<file path="src/rtl/led_fade_pkg.sv">
// led_fade_pkg: shared constants and types for the LED fade source.
// Holds register map, CTRL/STATUS bit positions, FSM state type, colour type,
// and a byte-lane merge helper used by the register file.
package led_fade_pkg;

  localparam logic [2:0] ADDR_CTRL     = 3'd0;
  localparam logic [2:0] ADDR_COLOR_A  = 3'd1;
  localparam logic [2:0] ADDR_COLOR_B  = 3'd2;
  localparam logic [2:0] ADDR_STEP_DIV = 3'd3;
  localparam logic [2:0] ADDR_STATUS   = 3'd4;

  localparam int CTRL_RUN_BIT  = 0;
  localparam int CTRL_PP_BIT   = 1;
  localparam int STAT_BUSY_BIT = 31;
  localparam int STAT_DONE_BIT = 30;

  typedef enum logic [1:0] {
    ST_IDLE = 2'd0,
    ST_FADE = 2'd1,
    ST_DONE = 2'd2
  } fade_state_t;

  typedef logic [23:0] color_t;

  // Merge the low three write-data bytes into a 24-bit register, lane by lane.
  function automatic color_t be_merge(input color_t old_v, input logic [31:0] wdata,
                                      input logic [3:0] be);
    color_t v;
    v = old_v;
    for (int i = 0; i < 3; i++) begin
      if (be[i]) v[8*i +: 8] = wdata[8*i +: 8];
    end
    return v;
  endfunction

endpackage

</file>
<file path="src/rtl/led_fade_chan.sv">
// led_fade_chan: one 8-bit colour channel stepping one count toward its target.
// Load has priority over step; o_next_at_tgt says the value after a step would
// equal the target, letting the top detect end-of-leg in the tick cycle.
module led_fade_chan (
  input  logic       i_clk,
  input  logic       i_rst,
  input  logic       i_load,
  input  logic [7:0] i_load_val,
  input  logic       i_step,
  input  logic [7:0] i_tgt,
  output logic [7:0] o_cur,
  output logic       o_next_at_tgt
);

  logic [7:0] r_cur;
  logic [7:0] w_next;

  // Next value moves one toward the target; equal holds, so 0/255 never wrap.
  always_comb begin
    w_next = r_cur;
    if (r_cur < i_tgt)      w_next = r_cur + 8'd1;
    else if (r_cur > i_tgt) w_next = r_cur - 8'd1;
  end

  assign o_next_at_tgt = (w_next == i_tgt);
  assign o_cur         = r_cur;

  // Current channel value: loaded at start, advanced on each step tick.
  always_ff @(posedge i_clk or posedge i_rst) begin
    if (i_rst)       r_cur <= 8'd0;
    else if (i_load) r_cur <= i_load_val;
    else if (i_step) r_cur <= w_next;
  end

endmodule

</file>
<file path="src/rtl/led_fade_source.sv">
// led_fade_source: Avalon-MM configured RGB fader emitting an Avalon-ST colour stream.
// Start beat one clock after the CTRL write; step beats every STEP_DIV+1 clocks.
// Source has no ready: each beat is a single-cycle valid pulse, data holds between beats.
module led_fade_source
  import led_fade_pkg::*;
#(
  parameter logic [23:0] DEFAULT_DIV = 24'd49999
) (
  input  logic        rsi_MRST_reset,
  input  logic        csi_MCLK_clk,
  input  logic [2:0]  avs_ctrl_address,
  input  logic [31:0] avs_ctrl_writedata,
  output logic [31:0] avs_ctrl_readdata,
  input  logic [3:0]  avs_ctrl_byteenable,
  input  logic        avs_ctrl_write,
  input  logic        avs_ctrl_read,
  output logic        avs_ctrl_waitrequest,
  output logic [23:0] aso_ledf_data,
  output logic        aso_ledf_valid
);

  logic        r_run;
  logic        r_pingpong;
  logic        r_done;
  logic        r_tgt_sel;      // 0: heading to COLOR_A, 1: heading to COLOR_B
  logic        r_valid;
  color_t      r_color_a;
  color_t      r_color_b;
  logic [23:0] r_step_div;
  logic [23:0] r_div_cnt;
  fade_state_t r_state;

  logic        w_wr_ctrl;
  logic        w_wr_div;
  logic        w_start;
  logic        w_wrap;
  logic        w_tick;
  logic        w_leg_end;
  logic [2:0]  w_at_tgt;
  color_t      w_cur;
  color_t      w_tgt;
  logic        w_unused;

  // Reads are side-effect free, so the read strobe carries no information.
  assign w_unused = avs_ctrl_read;

  assign avs_ctrl_waitrequest = 1'b0;

  assign w_wr_ctrl = avs_ctrl_write && (avs_ctrl_address == ADDR_CTRL) && avs_ctrl_byteenable[0];
  assign w_wr_div  = avs_ctrl_write && (avs_ctrl_address == ADDR_STEP_DIV) &&
                     (|avs_ctrl_byteenable[2:0]);
  assign w_start   = w_wr_ctrl && avs_ctrl_writedata[CTRL_RUN_BIT] && (r_state != ST_FADE);
  assign w_wrap    = (r_div_cnt == r_step_div);
  // A CTRL or STEP_DIV write in the wrap cycle swallows that tick entirely.
  assign w_tick    = (r_state == ST_FADE) && w_wrap && !w_wr_ctrl && !w_wr_div;
  // Target is the live colour register, so mid-fade edits apply at the next tick.
  assign w_tgt     = r_tgt_sel ? r_color_b : r_color_a;
  assign w_leg_end = &w_at_tgt;

  for (genvar g = 0; g < 3; g++) begin : g_chan
    led_fade_chan u_chan (
      .i_clk         (csi_MCLK_clk),
      .i_rst         (rsi_MRST_reset),
      .i_load        (w_start),
      .i_load_val    (r_color_a[8*g +: 8]),
      .i_step        (w_tick),
      .i_tgt         (w_tgt[8*g +: 8]),
      .o_cur         (w_cur[8*g +: 8]),
      .o_next_at_tgt (w_at_tgt[g])
    );
  end

  assign aso_ledf_data  = w_cur;
  assign aso_ledf_valid = r_valid;

  // Zero-latency register readback decoded from the address alone.
  always_comb begin
    avs_ctrl_readdata = 32'd0;
    case (avs_ctrl_address)
      ADDR_CTRL: begin
        avs_ctrl_readdata[CTRL_RUN_BIT] = r_run;
        avs_ctrl_readdata[CTRL_PP_BIT]  = r_pingpong;
      end
      ADDR_COLOR_A:  avs_ctrl_readdata[23:0] = r_color_a;
      ADDR_COLOR_B:  avs_ctrl_readdata[23:0] = r_color_b;
      ADDR_STEP_DIV: avs_ctrl_readdata[23:0] = r_step_div;
      ADDR_STATUS: begin
        avs_ctrl_readdata[STAT_BUSY_BIT] = (r_state == ST_FADE);
        avs_ctrl_readdata[STAT_DONE_BIT] = r_done;
        avs_ctrl_readdata[23:0]          = w_cur;
      end
      default: avs_ctrl_readdata = 32'd0;
    endcase
  end

  // Colour and divider configuration registers with per-byte write enables.
  always_ff @(posedge csi_MCLK_clk or posedge rsi_MRST_reset) begin
    if (rsi_MRST_reset) begin
      r_color_a  <= 24'd0;
      r_color_b  <= 24'd0;
      r_step_div <= DEFAULT_DIV;
    end else if (avs_ctrl_write) begin
      case (avs_ctrl_address)
        ADDR_COLOR_A:  r_color_a  <= be_merge(r_color_a, avs_ctrl_writedata, avs_ctrl_byteenable);
        ADDR_COLOR_B:  r_color_b  <= be_merge(r_color_b, avs_ctrl_writedata, avs_ctrl_byteenable);
        ADDR_STEP_DIV: r_step_div <= be_merge(r_step_div, avs_ctrl_writedata, avs_ctrl_byteenable);
        default: ;
      endcase
    end
  end

  // Step divider: free-runs 0..STEP_DIV in FADE, restarts on start or a new divisor.
  always_ff @(posedge csi_MCLK_clk or posedge rsi_MRST_reset) begin
    if (rsi_MRST_reset) begin
      r_div_cnt <= 24'd0;
    end else if (w_start || w_wr_div || ((r_state == ST_FADE) && w_wrap)) begin
      r_div_cnt <= 24'd0;
    end else if (r_state == ST_FADE) begin
      r_div_cnt <= r_div_cnt + 24'd1;
    end
  end

  // Fade FSM with CTRL register, DONE flag, leg direction and the beat strobe.
  always_ff @(posedge csi_MCLK_clk or posedge rsi_MRST_reset) begin
    if (rsi_MRST_reset) begin
      r_state    <= ST_IDLE;
      r_run      <= 1'b0;
      r_pingpong <= 1'b0;
      r_done     <= 1'b0;
      r_tgt_sel  <= 1'b0;
      r_valid    <= 1'b0;
    end else begin
      r_valid <= 1'b0;
      if (w_wr_ctrl) begin
        r_pingpong <= avs_ctrl_writedata[CTRL_PP_BIT];
        r_run      <= avs_ctrl_writedata[CTRL_RUN_BIT];
        if (w_start) begin
          r_state   <= ST_FADE;
          r_tgt_sel <= 1'b1;
          r_done    <= 1'b0;
          r_valid   <= 1'b1;
        end else if ((r_state == ST_FADE) && !avs_ctrl_writedata[CTRL_RUN_BIT]) begin
          r_state <= ST_IDLE;
        end
      end else if (w_tick) begin
        r_valid <= 1'b1;
        if (w_leg_end) begin
          if (r_pingpong) begin
            r_tgt_sel <= ~r_tgt_sel;
          end else begin
            r_state <= ST_DONE;
            r_done  <= 1'b1;
            r_run   <= 1'b0;
          end
        end
      end
    end
  end

endmodule

</file>
<file path="config.mk">
export PLATFORM = sky130hd
export DESIGN_NAME = led_fade_source
export DESIGN_NICKNAME = d
export VERILOG_FILES = /design/src/rtl/led_fade_pkg.sv /design/src/rtl/led_fade_chan.sv /design/src/rtl/led_fade_source.sv
export SDC_FILE = /design/constraint.sdc
export NUM_CORES = 1
export LEC_CHECK = 0
export CAP_MARGIN = 20
export CORE_ASPECT_RATIO = 2
export CORE_MARGIN = 4
export CORE_UTILIZATION = 57
export DETAILED_ROUTE_END_ITERATION = 16
export HOLD_SLACK_MARGIN = 0.08
export PLACE_DENSITY = 0.81
export SLEW_MARGIN = 5
export SYNTH_ARGS = -nofsm -noshare
export SYNTH_HDL_FRONTEND = slang
export SYNTH_SLANG_ARGS = --single-unit
export TNS_END_PERCENT = 100
</file>
<file path="constraint.sdc">
create_clock -name csi_MCLK_clk -period 5 [get_ports csi_MCLK_clk]
set_input_delay 1 -clock csi_MCLK_clk [delete_from_list [all_inputs] [get_ports csi_MCLK_clk]]
set_output_delay 1 -clock csi_MCLK_clk [all_outputs]
set_load 0.02 [all_outputs]
</file>
==> summary.md <==
| Metric | Value |
|---|---|
| Buf/Inv on CP | `3` |
| Maximum VDD drop | `0.0002733 V` |
| Status | `finished clean` |
| Top cell by count, worst path | `clkdlybuf4s50_1` |
| CTS sink count | `127` |
| Min-delay src | `r_done$_DFFE_PP0P_` |
| P per Cell Area | `440.6 nW/um2` |
| Synth top area share | `0.3506` |
| Post-synth top area cell | `dfrtp_1` |
| PostCTS Resize Cnt | `0` |
| Family with the most delay on the worst path | `buffers and inverters` |
| CP max stage cell | `clkdlybuf4s50_1` |
| CTS buffer count | `17` |
| Filler Cell Count | `1086` |
| Register area | `3189 um2` |
| Minimum clock period | `4255 ps` |
| Setup TNS | `0 ps` |
| Pwr Total | `4.424 mW` |
| DRT iter0 DRCs | `674` |
| Crit end category | `primary output` |
| Vias in the first global route | `7553` |
| Leakage | `4.500 nW` |
| Routed length on met3 | `1414 um` |
| Max incr delay on CP | `660 ps` |
| Fin crit share | `0.8510` |
| Crit path required time | `4000 ps` |
| Die width | `93.96 um` |
| Crit path cell chain | `clkdlybuf4s50_1 > nor3b_2 > buf_4 > a22oi_1 > nand2_1 > clkdlybuf4s50_1` |
| Crit path kind | `in2out` |
| Pre-antenna DRT Iters | `7` |
| Total track usage | `0.2998` |
| Data arrival time of the critical path | `3250 ps` |
| Critical path startpoint category | `primary input` |
| MaxCap Viol Count | `0` |
| Setup-failing EPs final | `0` |
| Total I/O pin count | `101` |
| Routed WL | `24690 um` |
| Die area | `16900 um2` |
| Synth Cell Area | `8423 um2` |
| RSZ-0062 raised after global routing | `no` |
| Syn Inst Count | `874` |
| Register bit count reported by yosys | `127` |
| Cell row count | `62` |
| Largest net degree at the start of global routing | `71` |
| Top sig layer | `met4` |
| Antenna-violating nets left | `0` |
| Number of distinct library cells after synthesis | `72` |
| Die height | `179.9 um` |
| Dominant cell by count in the synthesized netlist | `dfrtp_1` |
| Worst-skew pair later-pin latency | `420 ps` |
| Top FF cell, synth | `dfrtp_1` |
| Worst slew margin | `0.3884` |
| Aggregate global routing overflow | `0` |
| Setup Skew | `10.95 ps` |
| Slew @ Worst Pin | `917.4 ps` |
| Initial Utilization | `0.5838` |
| Routability congestion estimate from global placement | `0.9139` |
| WL met1 | `9031 um` |
| Root Driver | `clkbuf_16` |
| H-Tree Depth | `4` |
| Critical R2R Capture | `r_state[0]$_DFFE_PP0P_` |
| Global-route wire length before repair | `39690 um` |
| Multi-input gate area | `4952 um2` |
| Area contributors post-synth | `dfrtp_1 35%, mux2_2 10%, ha_1 4.6%, a22oi_1 4.3%, xnor2_1 4.0%` |
| Metal2 WL | `12260 um` |
| Sw Pwr | `1.651 mW` |
| DRC viols | `0` |
| Area Overhead vs Synth | `19.21%` |
| Clock power share | `0.296` |
| Maximum clock path buffer count | `2` |
| CTS tree | `built` |
| Worst R2R Path Depth | `14` |
| Combinational fraction of design power | `0.351` |
| Share of power burned in registers | `0.353` |
| Final net count | `1017` |
| Top cells by count, synth | `118 x dfrtp_1, 79 x nand2_1, 77 x mux2_2` |
| Vias post-DR | `7407` |
| Endpoints failing hold | `0` |
| R2R Setup Slk | `780 ps` |
| Antenna violations before repair | `0` |
| Post-synth ARST share | `1.000` |
| RR Startpoint | `r_tgt_sel$_DFFE_PP0P_` |
| Hold Crit Depth | `2` |
| Number of flops mapped to enable cells by yosys | `0` |
| Routed len/inst | `21.51 um` |
| Yosys Warn Count | `0` |
| Syn avg cell area | `9.637 um2` |
| I/O Buffers | `83` |
| Fin. max-slew vios | `0` |
| Clock-pin slew on the worst setup and hold paths | `60 ps` |
| Post-CTS Hold Fix Bufs | `0` |
| Fmax | `235.0 MHz` |
| DPL Wire Length | `17940 um` |
| Switching Share | `0.3731` |
| Sequential-to-total area share from yosys stat | `0.3786` |
| Internal power | `2.774 mW` |
| Postcts setup bufs | `0` |
| HP Class | `reg2reg` |
| Min-Delay Endpoint | `r_done$_DFFE_PP0P_` |
| Via/cell ratio | `6.452` |
| Share of layout cells above drive strength 1 | `0.1621` |
| Placeable Area | `14430 um2` |
| Worst-path fanout max | `22` |
| Ant. Diodes | `0` |
[cells in the final DEF, fill, tap and decap left out, drive strengths merged, types with 15 or more instances in the layout]
cell / n
clkdlybuf4s50: 83
nand4: 15
nand3: 21
inv: 25
a21oi: 36
ha: 31
nor3: 15
dfrtp: 118
clkbuf: 19
mux2i: 21
a22oi: 48
xor2: 35
mux2: 77
and3: 33
xnor2: 38
nor2: 61
nand2: 80
o21ai: 42
[tightest hold or removal path: cells and delay by family (launching register included)]
family | cells | cell delay, ps
DFF | 1 | 360
AOI/OAI and AO/OA | 1 | 50
and+or+nand+nor | 1 | 80
[logic make-up after synthesis]
logic type                 after synthesis  share of synthesized area
and+or+nand+nor                        276                     0.1652
AOI/OAI and AO/OA                      187                     0.1543
DFF                                    127                     0.3786
muxes                                  100                     0.1332
xor gates and xnor gates                76                    0.08393
buffers and inverters                   76                    0.03817
adders and majority gates               31                    0.04605
other                                    1                  0.0004452
[stage by stage]
| stage | area (um2) | std cells | utilization | hold slack [ps] | worst slack (ps) |
|---|---|---|---|---|---|
| 4_1_cts | 10040 | 1148 | 0.6959 | 524.3 | 776.1 |
| 5_1_grt | 10040 | 1148 | 0.6959 | 562.8 | 569.0 |
| 6_report | 10040 | 1148 | 0.6959 | 526.8 | 745.1 |
| 2_1_floorplan | 8446 | 880 | - | 454.4 | 630.6 |
| 3_3_place_gp | 9419 | 1116 | 0.6528 | 495.0 | 784.2 |
| 3_5_place_dp | 9419 | 1116 | 0.6528 | 511.3 | 790.2 |
[layout make-up]
class	count	share of cell area
clock inverters	13	0.01882
flip-flops and latches	127	0.3176
inverters	23	0.008847
multi-input cells	677	0.4932
clock buffers	19	0.04312
repair buffers	97	0.09445
well taps	192	0.02393
[sequential cells by signal (all words and copies together), names as in the netlist]
signal               count
g_chan.u_chan.o_cur     24
r_color_a               24
r_color_b               24
r_div_cnt               24
r_step_div              24
r_state                  2
aso_ledf_valid           1
r_done                   1
r_pingpong               1
r_run                    1
r_tgt_sel                1
[power by group through the flow]
stage               logic (mW)  registers, mW  clock network [mW]
finish                    1.55           1.56                1.31
CTS                       1.54           1.55                1.32
global placement          1.49           1.54                   0
detailed placement        1.52           1.55                   0
global route              1.68           1.59                1.36
floorplan                 1.04           1.48                   0
[how the worst max path moves through the flow]
stage / endpoint / startpoint / cells after the start / slack (ps)
finish: avs_ctrl_readdata[18] / avs_ctrl_address[0] / 6 / 750
global route: r_state[0]$_DFFE_PP0P_ / r_tgt_sel$_DFFE_PP0P_ / 12 / 570
CTS: avs_ctrl_readdata[6] / avs_ctrl_address[0] / 6 / 780
detailed placement: avs_ctrl_readdata[18] / avs_ctrl_address[0] / 6 / 790
global placement: avs_ctrl_readdata[18] / avs_ctrl_address[0] / 6 / 780
floorplan: aso_ledf_valid$_DFF_PP0_ / rsi_MRST_reset / 1 / 630
[layer usage]
| layer | track usage | vias up |
|---|---|---|
| met1 | 0.3542 | 3583 |
| met4 | 0.2124 | 0 |
| met2 | 0.4899 | 388 |
| met3 | 0.04142 | 116 |
| met5 | 0 | - |
| li1 | - | 3320 |
No activity file was read; power rests on OpenSTA's default activity.
==> RTL change 1 (config.mk and constraints unchanged) <==
Put a register stage on the output `aso_ledf_data`, with the module's reset. The value now appears one clock later. The other outputs are not delayed to match.
--- a/src/rtl/led_fade_source.sv
+++ b/src/rtl/led_fade_source.sv
@@ -70,7 +70,13 @@
     );
   end
 
-  assign aso_ledf_data  = w_cur;
+  always_ff @(posedge csi_MCLK_clk or posedge rsi_MRST_reset) begin
+    if (rsi_MRST_reset) begin
+      aso_ledf_data <= '0;
+    end else begin
+      aso_ledf_data <= w_cur;
+    end
+  end
   assign aso_ledf_valid = r_valid;
 
   // Zero-latency register readback decoded from the address alone.
Behaviour: not the same (a bounded check fails within 4 cycles, from zero or initial values and one cycle with rsi_MRST_reset high).
==> RTL change 1 against the original RTL <==
Critical path depth unchanged. Die area rose by 9.5%. Routed wire length up 4.1%. Setup slack worse by 28 ps. Highest routed layer unchanged. First-iteration DRC count is 7.9% higher. Sequential cell count grew 24. Power up 13%. Synthesized cell count grew 4.5%. Count of clock-buffer cells in the layout increased by 2. Register-to-register slack better by 60 ps. Critical path type unchanged. Final area grew 8.3%. Worst hold slack got worse by 43 ps. Maximum frequency is 0.65% lower. Area after synthesis increased by 10%.
==> RTL change 1: results <==
group,metric,value,unit
critical_path,critPathMaxFanout,18,
critical_path,slowest_stage,"clkdlybuf4s50_1",
global_routing,grt_pass1_wl,41000,µm
route,routed_wl,25700,µm
hold_path,hold_class,"flip-flop to flip-flop",
global_routing,grt_max_degree,82,
place,gp_congestion,0.961,
global_routing,grt.total_usage,0.280,
cts,clock_path_buffers,2,
cts,clk_pin_slew,60,ps
timing,tightest_slew,813,ps
cts,root_buffer,"clkbuf_16",
final_layout,nets,1057,
logic_synthesis,async_flop_share,1.00,
logic_synthesis,synthFlopType,"dfrtp_1",
place,dp_hpwl,19000,µm
final_layout,antennaDiodeCount,0,
final_layout,drive_gt1_frac,0.166,
route,dr.pass1.iters,5,
logic_synthesis,synth_common_cells,"dfrtp_1, mux2_2, nand2_1, nor2_1, xnor2_1",
status,status,"completed",
final_layout,nFillCells,1223,
global_routing,use_met3,0.0382,
logic_synthesis,synth.avg_cell_area,10.2,µm²
critical_path,ff2ff_setup_slack,840,ps
cts,htreeDepth,4,
global_routing,met2_usage,0.486,
route,drt-initial-drc-count,727,
cts,cts_resized,0,
critical_path,cpPeakStageDelay,640,ps
logic_synthesis,synth.distinct_cells,70,
place,portBuffers,83,
cts,cts_made_buffers,17,
global_routing,grt_util_met1,0.326,
power_and_ir_drop,p_leak,4.53,nW
logic_synthesis,ys_warn_count,0,
logic_synthesis,synthTopCellsByArea,"dfrtp_1, mux2_2, xnor2_1, ha_1, nand2_1",
cts,cts_setup_buffers,0,
place,dp_cells,1165,
cts,clk-insertion-delay-late,430,ps
logic_synthesis,synth_seq_area_share,0.409,
power_and_ir_drop,vdd_drop_max,0.282,mV
global_routing,antenna_found_initial,0,
place,placed_cell_area,10200,µm²
power_and_ir_drop,internal_power,3.15,mW
route,vias,7843,
global_routing,grt_pass1_vias,7737,
route,wl_per_cell,21.5,µm
final_layout,final_util,0.686,
timing,finClkSkew,10.3,ps
[RTL change 1: area by class of cell]
class | count | share of cell area
clock buffers | 21 | 0.0424
flip-flops and latches | 151 | 0.349
repair buffers | 105 | 0.0928
inverters | 19 | 0.00691
well taps | 201 | 0.0231
clock inverters | 11 | 0.0159
multi-input cells | 689 | 0.470
[RTL change 1: cells by family (layout without fill, tap and decap cells)]
logic type      count (synthesis)  after routing  synth area share
xor+xnor                       73             73            0.0719
compound gates                203            203             0.159
other cells                     1              7          0.000404
fa+ha+maj                      31             31            0.0418
buf+inv                        79            156            0.0437
mux                           103            103             0.125
simple gates                  272            272             0.150
flops                         151            151             0.409
[RTL change 1: power by group through the flow]
stage                     Clock, mW  Combinational [mW]  Sequential, mW
after floorplan                   0                1.28            1.72
after global placement            0                1.72            1.79
after detailed placement          0                1.76            1.81
after CTS                      1.40                1.78            1.79
after global routing           1.45                1.95            1.84
final                          1.39                1.81            1.80
[RTL change 1: layer usage]
layer / vias up / wire (µm)
li1: 3506 / -
met1: 3863 / 9280
met2: 381 / 13200
met3: 93 / 1590
met4: 0 / 1630
met5: - / 0
[RTL change 1: critical path, delay by kind of cell]
| kind | cells | cell delay [ps] |
|---|---|---|
| AOI/OAI and AO/OA | 2 | 560 |
| and+or+nand+nor | 1 | 310 |
| buffers and inverters | 3 | 1410 |
[RTL change 1: final timing paths]
path | from | end | depth (start not counted)
max in group asynchronous | rsi_MRST_reset | r_step_div[3] | 3
worst max-delay path | avs_ctrl_address[1] | avs_ctrl_readdata[6] | 6
worst min-delay path | r_done | r_done | 1
worst min register to register | r_done | r_done | 1
worst max register to register | r_tgt_sel | r_state[0] | 13
min in group asynchronous | rsi_MRST_reset | aso_ledf_data[10] | 2
[RTL change 1: stage by stage]
| step | total power [mW] | hold slack, ps | worst slack, ps |
|---|---|---|---|
| CTS | 4.97 | 487 | 721 |
| global route | 5.24 | 522 | 586 |
| floorplan | 3.01 | 375 | 1510 |
| detailed placement | 3.57 | 470 | 735 |
| global placement | 3.51 | 455 | 736 |
| finish | 5.00 | 484 | 717 |
==> RTL change 2 (same flow settings) <==
Without the edit above. The parameter `DEFAULT_DIV` goes from 24'd49999 to 24'd24999.
--- a/src/rtl/led_fade_source.sv
+++ b/src/rtl/led_fade_source.sv
@@ -4,7 +4,7 @@
 module led_fade_source
   import led_fade_pkg::*;
 #(
-  parameter logic [23:0] DEFAULT_DIV = 24'd49999
+  parameter logic [23:0] DEFAULT_DIV = 24'd24999
 ) (
   input  logic        rsi_MRST_reset,
   input  logic        csi_MCLK_clk,
Formal check against the unedited RTL: not equivalent (a bounded check fails within 4 cycles, from zero or initial values and one cycle with rsi_MRST_reset high).
==> RTL change 2 against the original RTL <==
Global-route usage is 0.71 points lower. Sequential share of layout area hardly changed. Clock power is 5% lower. Power is 1.9% lower. Setup slack worse by 71 ps. Sequential cell count stayed put. Non-clock buffer count is 3 higher. Final area hardly changed. Routed wire length is 2.5% lower. Area after synthesis hardly changed. First-iteration DRC count is 4.6% lower. Critical endpoint unchanged.
==> RTL change 2: results <==
group,metric,value,unit
final_layout,n_sequential_cell,127,
final_layout,final_cells,1149,
place,gp_congestion,0.943,
final_layout,drive_gt1_frac,0.161,
power_and_ir_drop,p_leak,4.52,nW
final_layout,n_all_buffers,100,
critical_path,critPathArrivalTime,3330,ps
status,status,"completed",
cts,clk-insertion-delay-late,420,ps
place,placed_cell_area,9420,µm²
cts,cts_resized,0,
place,pre_cts_slack,790,ps
power_and_ir_drop,netSwitchingPower,1.59,mW
logic_synthesis,synthTopCellsByArea,"dfrtp_1, mux2_2, ha_1, a22oi_1, xnor2_1",
timing,finClkSkew,11.8,ps
logic_synthesis,synth_seq_area_share,0.379,
hold_path,min_to,"r_done",
timing,max_slew_margin,0.433,
global_routing,grt.total_usage,0.293,
route,routed_wl,24100,µm
final_layout,final_util,0.696,
flow_run,max_cap_viol_count,0,
logic_synthesis,synth.distinct_cells,72,
logic_synthesis,synth_common_cells,"dfrtp_1, nand2_1, mux2_2, nor2_1, a22oi_1",
route,vias,7359,
logic_synthesis,synth-xor-area-share,0.0839,
final_layout,sh_seq_area,0.318,
global_routing,grt_pass1_vias,7269,
global_routing,grt_max_degree,81,
logic_synthesis,synth_compound_area_frac,0.154,
cts,clock_path_buffers,2,
final_layout,nonClkBufAreaFrac,0.0975,
final_layout,nets,1020,
global_routing,grt_pass1_wl,38400,µm
final_layout,nFillCells,1140,
logic_synthesis,synth.avg_cell_area,9.64,µm²
route,drt-initial-drc-count,643,
final_layout,nMultiInputCombCells,677,
final_layout,multi_input_area_share,0.493,
logic_synthesis,synthAdderAreaFrac,0.0461,
final_layout,antennaDiodeCount,0,
place,dp_hpwl,17800,µm
power_and_ir_drop,vdd_drop_max,0.448,mV
logic_synthesis,muxShareOfSynthArea,0.133,
critical_path,timing.rr.end,"r_state[0]",
final_layout,clock_buffers,23,
final_layout,clk_share,0.0586,
route,dr.pass1.iters,6,
-- RTL change 2: cell count changes in the layout (fill, tap and decap cells not counted), sizes merged, moves of 2 or more --
cell      before  now
inv           25   23
buf           14   17
clkinvlp       2    0
clkbuf        19   23
-- RTL change 2: how the worst max path moves through the flow --
stage,startpoint,endpoint,slack [ps]
floorplan,rsi_MRST_reset,aso_ledf_valid,630
global placement,avs_ctrl_address[0],avs_ctrl_readdata[18],770
detailed placement,avs_ctrl_address[0],avs_ctrl_readdata[12],790
CTS,avs_ctrl_address[0],avs_ctrl_readdata[18],700
global route,r_tgt_sel,r_state[0],510
finish,avs_ctrl_address[0],avs_ctrl_readdata[18],670
-- RTL change 2: per-layer routing --
metal,GRT usage,wire (µm),up-vias
met2,0.474,12000,349
met3,0.0439,1500,108
met4,0.200,1770,0
met1,0.351,8840,3571
li1,-,-,3331
met5,0,0,-
-- RTL change 2: critical path: stages --
cell             delay (ps)
clkdlybuf4s50_1         680
nor3b_2                 360
buf_4                   340
a22oi_1                 160
nand2_1                 140
clkdlybuf4s50_1         630
-- RTL change 2: through the flow --
| step | hold slack (ps) | total power, mW |
|---|---|---|
| final | 530 | 4.34 |
| after global routing | 541 | 4.57 |
| after CTS | 519 | 4.33 |
| after detailed placement | 516 | 3.07 |
| after global placement | 500 | 3.02 |
| after floorplan | 454 | 2.52 |
-- RTL change 2: power by group through the flow --
stage | sequential [mW] | clock, mW | combinational (mW)
after floorplan | 1.48 | 0 | 1.04
after global placement | 1.54 | 0 | 1.48
after detailed placement | 1.55 | 0 | 1.52
after CTS | 1.54 | 1.26 | 1.53
after global routing | 1.58 | 1.30 | 1.68
final | 1.55 | 1.25 | 1.54
